### src/rtl/imem_pkg.sv
// Shared types for the LEGv8 instruction memory pipeline.
// The FSM state, the response-buffer depth and the default response record.
package imem_pkg;

    typedef enum logic {
        INIT = 1'b0,
        RUN  = 1'b1
    } imem_state_t;

    localparam int RSP_DEPTH = 2;
    localparam int RSP_CNT_W = $clog2(RSP_DEPTH + 1);
    localparam int INSTR_W   = 32;

    typedef struct packed {
        logic [INSTR_W-1:0] data;
        logic               err;
    } imem_rsp_t;

endpackage

### src/rtl/imem_pipe_rsp_fifo2.sv
// Two-entry in-order response buffer. Slot 0 is always the head, so after the
// last pop the head keeps showing the most recently delivered word.
module rsp_fifo2
    import imem_pkg::*;
#(
    parameter type entry_t = imem_rsp_t
) (
    input  logic                 clk,
    input  logic                 reset,
    input  logic                 push,
    input  entry_t               din,
    input  logic                 pop,
    output entry_t               dout,
    output logic [RSP_CNT_W-1:0] count
);

    entry_t               slot_reg  [RSP_DEPTH];
    entry_t               slot_next [RSP_DEPTH];
    logic [RSP_CNT_W-1:0] count_reg;
    logic [RSP_CNT_W-1:0] count_next;
    logic [RSP_CNT_W-1:0] wr_pos;
    logic                 do_pop;
    logic                 do_push;

    always_comb begin
        slot_next  = slot_reg;
        do_pop     = pop && (count_reg != '0);
        do_push    = push && ((count_reg != RSP_CNT_W'(RSP_DEPTH)) || do_pop);
        wr_pos     = count_reg - RSP_CNT_W'(do_pop);
        count_next = count_reg + RSP_CNT_W'(do_push) - RSP_CNT_W'(do_pop);

        // Shift only when a second entry exists; a lone head stays put on pop.
        if (do_pop && (count_reg == RSP_CNT_W'(RSP_DEPTH))) begin
            slot_next[0] = slot_reg[1];
        end
        if (do_push) begin
            slot_next[wr_pos[0]] = din;
        end
    end

    always_ff @(posedge clk or negedge reset) begin
        if (!reset) begin
            for (int i = 0; i < RSP_DEPTH; i++) begin
                slot_reg[i] <= '0;
            end
            count_reg <= '0;
        end else begin
            slot_reg  <= slot_next;
            count_reg <= count_next;
        end
    end

    assign dout  = slot_reg[0];
    assign count = count_reg;

endmodule

### src/rtl/imem_pipe.sv
// Instruction memory with valid/ready fetch, 2-deep response buffering,
// a zero-clear sweep after reset and a runtime program-load port.
module imem_pipe
    import imem_pkg::*;
#(
    parameter int                ADDR_W   = 6,
    parameter int                DATA_W   = 32,
    parameter int                DEPTH    = 64,
    parameter logic [DATA_W-1:0] OOB_WORD = '0
) (
    input  logic              clk,
    input  logic              reset,
    input  logic              req_valid,
    output logic              req_ready,
    input  logic [ADDR_W-1:0] req_addr,
    output logic              rsp_valid,
    input  logic              rsp_ready,
    output logic [DATA_W-1:0] rsp_data,
    output logic              rsp_err,
    input  logic              ld_en,
    input  logic [ADDR_W-1:0] ld_addr,
    input  logic [DATA_W-1:0] ld_data,
    output logic              busy
);

    localparam int                CNT_W    = $clog2(DEPTH + 1);
    localparam int                IDX_W    = (DEPTH > 1) ? $clog2(DEPTH) : 1;
    localparam logic [ADDR_W:0]   DEPTH_X  = (ADDR_W + 1)'(DEPTH);
    localparam logic [CNT_W-1:0]  LAST_CNT = CNT_W'(DEPTH - 1);

    typedef struct packed {
        logic [DATA_W-1:0] data;
        logic              err;
    } rsp_t;

    imem_state_t          state_reg;
    imem_state_t          state_next;
    logic [CNT_W-1:0]     cnt_reg;
    logic [CNT_W-1:0]     cnt_next;
    logic                 inflight_reg;
    logic                 rd_err_reg;
    logic [DATA_W-1:0]    rd_data_reg;
    logic [DATA_W-1:0]    mem [DEPTH];

    logic                 req_in_range;
    logic                 ld_in_range;
    logic                 accept;
    logic                 pop;
    logic                 wr_en;
    logic [IDX_W-1:0]     wr_idx;
    logic [DATA_W-1:0]    wr_data;
    logic [RSP_CNT_W-1:0] buf_count;
    logic [RSP_CNT_W-1:0] occ;
    rsp_t                 push_entry;
    rsp_t                 head;

    // Range checks are one bit wider than the address so DEPTH itself fits.
    assign req_in_range = {1'b0, req_addr} < DEPTH_X;
    assign ld_in_range  = {1'b0, ld_addr} < DEPTH_X;

    always_comb begin
        state_next = state_reg;
        cnt_next   = cnt_reg;
        wr_en      = 1'b0;
        wr_idx     = cnt_reg[IDX_W-1:0];
        wr_data    = '0;
        busy       = 1'b0;
        unique case (state_reg)
            INIT: begin
                busy  = 1'b1;
                wr_en = 1'b1;
                if (cnt_reg == LAST_CNT) begin
                    state_next = RUN;
                end else begin
                    cnt_next = cnt_reg + 1'b1;
                end
            end
            RUN: begin
                if (ld_en && ld_in_range) begin
                    wr_en   = 1'b1;
                    wr_idx  = ld_addr[IDX_W-1:0];
                    wr_data = ld_data;
                end
            end
            default: state_next = INIT;
        endcase
    end

    // A slot freed by this cycle's pop can be refilled, keeping full throughput.
    assign pop       = rsp_valid && rsp_ready;
    assign occ       = buf_count + RSP_CNT_W'(inflight_reg);
    assign req_ready = (state_reg == RUN) && !ld_en
                       && ((occ < RSP_CNT_W'(RSP_DEPTH)) || pop);
    assign accept    = req_valid && req_ready;

    always_ff @(posedge clk or negedge reset) begin
        if (!reset) begin
            state_reg    <= INIT;
            cnt_reg      <= '0;
            inflight_reg <= 1'b0;
            rd_err_reg   <= 1'b0;
        end else begin
            state_reg    <= state_next;
            cnt_reg      <= cnt_next;
            inflight_reg <= accept;
            if (accept) begin
                rd_err_reg <= !req_in_range;
            end
        end
    end

    // Array and read register carry no reset so they map onto block RAM.
    always_ff @(posedge clk) begin
        if (wr_en) begin
            mem[wr_idx] <= wr_data;
        end
        if (accept && req_in_range) begin
            rd_data_reg <= mem[req_addr[IDX_W-1:0]];
        end
    end

    always_comb begin
        push_entry.data = rd_err_reg ? OOB_WORD : rd_data_reg;
        push_entry.err  = rd_err_reg;
    end

    rsp_fifo2 #(
        .entry_t (rsp_t)
    ) u_rsp_fifo (
        .clk   (clk),
        .reset (reset),
        .push  (inflight_reg),
        .din   (push_entry),
        .pop   (pop),
        .dout  (head),
        .count (buf_count)
    );

    assign rsp_valid = (buf_count != '0);
    assign rsp_data  = head.data;
    assign rsp_err   = head.err;

endmodule

### config.mk
export PLATFORM = sky130hd
export DESIGN_NAME = imem_pipe
export DESIGN_NICKNAME = d
export VERILOG_FILES = /design/src/rtl/imem_pkg.sv /design/src/rtl/imem_pipe_rsp_fifo2.sv /design/src/rtl/imem_pipe.sv
export SDC_FILE = /design/constraint.sdc
export NUM_CORES = 2
export LEC_CHECK = 0
export CAP_MARGIN = 20
export CORE_AREA = 2 2 484 486
export CTS_BUF_LIST = sky130_fd_sc_hd__clkbuf_8
export CTS_CLUSTER_DIAMETER = 30
export CTS_CLUSTER_SIZE = 40
export DETAILED_ROUTE_END_ITERATION = 6
export DIE_AREA = 0 0 486 488
export HOLD_SLACK_MARGIN = 0.03
export PLACE_DENSITY_LB_ADDON = 0.25
export SYNTH_ARGS = -nofsm -noshare
export SYNTH_HDL_FRONTEND = slang
export SYNTH_HIERARCHICAL = 1
export SYNTH_SLANG_ARGS = --single-unit
### constraint.sdc
create_clock -name clk -period 3.1 [get_ports clk]
set_clock_uncertainty 0.2 [all_clocks]
set_input_delay 0.93 -clock clk [delete_from_list [all_inputs] [get_ports clk]]
set_output_delay 0.93 -clock clk [all_outputs]
set_load 0.01 [all_outputs]
==> metrics <==
ys flop type edfxtp_1; Die X 486 µm; Hold Path Class input pin to asynchronous set/reset pin; Post-Route Utilization 44.7%; Clk pin slew, worst setup/hold paths 0.06 ns; total power 66.2 mW; Critical path buffers and inverters 3; Synth Instances 3562; Power Dens Cells 639 nW/µm²; crit path time final 3.23 ns; initial drt markers 4335; Placed Instances 6986; via count 41300; synth warn 6; Max transition margin 37.4%; max-slew violation total from the final report 0; Area Growth Syn to Fin 24.6%; pin count of the biggest net entering global routing 65; antenna violations before repair 16; max reg flops 2048; mux cell area share after synthesis 18.0%; final wirelength 229000 µm; gr ovfl total 0; Synth Area in Simple Gates 1.43%; worst slack, placed -1.32 ns; TritonCTS clock tree built; slowest cell on the critical path dfrtp_2; GRT Overall Usage 19.3%; Via density 5.32; Seq/Total Area, Yosys 77.4%; adder-cell share of the synthesized area 0.0452%; worst skew pair latency 1.10 ns; Die H 488 µm; outcome finished with violations; Setup Viol. Count Final 2; antenna viol nets, final 0; setup ws final -0.131 ns; first-pass GRT wire length 322000 µm; post-synthesis register bit count 2157; I/O Buffers 84; # IOs 85; Worst VDD drop 0.564 mV; fin crit share 104%; final net count 4433; Clock Sinks 2157; DP HPWL 142000 µm; Max Cap Viol 0; hold violation count in the final report 0; DRC errors left 0; cts bufs inserted 430; Die Area 237000 µm²; CP Launch Type flip-flop; drt pass-1 iters 5; failing checks negative setup slack; # rows 177; Synth Area in Compound Gates 1.39%; hold slack final 0.199 ns; non-filler cells, final 7776; main combinational cell family by area after synthesis multiplexers; vias in the first global route 42900; commonest non-fill, non-tap cell in the layout edfxtp_1; fill cell count 19400; RSZ-0062 raised after global routing true; root buffer cell clkbuf_8; core area 232000 µm²; Placer Congestion 0.823; max incr delay on CP 0.41 ns; H-tree Lvls 5; cell area after synthesis 83100 µm²; Crit Path Category flip-flop to output pin; most frequent CP cell buf_6; commonest cells after routing, fill and taps aside 2080 x edfxtp_1, 582 x mux4_2, 436 x clkbuf_8, 303 x buf_4, 222 x buf_12; Critical Path AT 2.10 ns; asr flop ratio synth 3.57%; f_max 310 MHz; share of cells above drive strength 1 43.2%; per-cell routed wire length 29.5 µm; clock tree buffer depth 4; worst-path cell chain buf_4, buf_6, or2_4, buf_6; post-synthesis xor/xnor area fraction 0.0843%; critical-path maximum fanout 7; Leak Pwr 29.1 nW; cell family with most CP delay flip-flops; worst slew pin tran 0.940 ns; EDFF count, synth 2080; Critical Path RT 1.97 ns; Starting Density 35.9%; Post-Syn Area per Cell 23.3 µm²; Synth cell types 49; Crit. End Element output pin
==> cells in the mapped netlist, types with 11 or more instances <==
cell,instances,area (µm²)
a21oi_1,25,125
a22oi_1,36,270
a31oi_1,11,68.8
and3_1,33,206
buf_1,16,60.1
buf_2,76,380
buf_4,55,413
clkbuf_1,60,225
dfrtp_1,77,1930
edfxtp_1,2080,62500
mux2_2,77,867
mux2_4,35,526
mux2i_1,49,490
mux4_2,582,13100
nand2_1,45,169
nand2b_1,12,75.1
nor2_1,93,349
nor2b_1,14,87.6
nor3_1,15,75.1
o21ai_0,20,100
o22ai_1,53,332
==> metrics by stage <==
step                instance area (µm²)  TNS, ns
floorplan                         83600  -201.28
global placement                  93700  -541.19
detailed placement                93700  -544.93
CTS                              104000   -0.537
global route                     104000   -0.535
finish                           104000   -0.255
==> path summary, 6_finish.rpt <==
check	start	to	slack [ns]	cells after the start
max in group asynchronous	reset	asynchronous set/reset pin	1.80	3
hold / removal	reset	u_rsp_fifo/dout[0]	0.20	2
setup reg to reg	state_reg	mem[56][6]	0.42	8
setup / recovery	u_rsp_fifo/count[0]	rsp_valid	-0.13	4
min in group clk	cnt_reg[6]	cnt_reg[6]	0.30	1
hold reg to reg	cnt_reg[6]	cnt_reg[6]	0.30	1
==> power breakdown <==
group | switching (mW) | total [mW] | internal (mW)
logic | 0.999 | 1.93 | 0.927
registers | 0.0193 | 31.5 | 31.5
clock network | 13.1 | 32.8 | 19.7
==> timing repair <==
| item | 4_1_cts | 5_1_grt |
|---|---|---|
| gates resized for setup | 52 | 4 |
| buffers inserted | 3 | 2 |
| endpoints found under the hold margin | 33 | 0 |
| gates cloned | 0 | 0 |
| pin swaps | 3 | 2 |
| setup endpoints to repair | 37 | 3 |
| hold buffers | 1 | 0 |
==> final cells by class <==
cell class | instances | area (µm²) | share of cell area, %
clock buffers | 436 | 6000 | 5.79
repair buffers | 608 | 7510 | 7.25
inverters | 5 | 21.3 | 0.0205
clock inverters | 339 | 3850 | 3.71
well taps | 3043 | 3810 | 3.67
diodes | 9 | 22.5 | 0.0217
flip-flops and latches | 2157 | 64400 | 62.1
multi-input cells | 1179 | 18000 | 17.4
==> layer usage <==
metal / vias up / routed length [µm] / track usage, %
li1: 17000 / - / -
met1: 22400 / 95500 / 26.1
met2: 1627 / 109000 / 30.7
met3: 397 / 18600 / 4.85
met4: 4 / 6060 / 5.93
met5: - / 27 / 0
==> kinds of logic after synthesis <==
logic type / after synthesis
simple gates: 246
compound gates: 177
xor+xnor: 8
buf+inv: 227
mux: 743
fa+ha+maj: 3
other cells: 1
flops: 2157
Note: power is estimated with default switching activity, not from simulation.
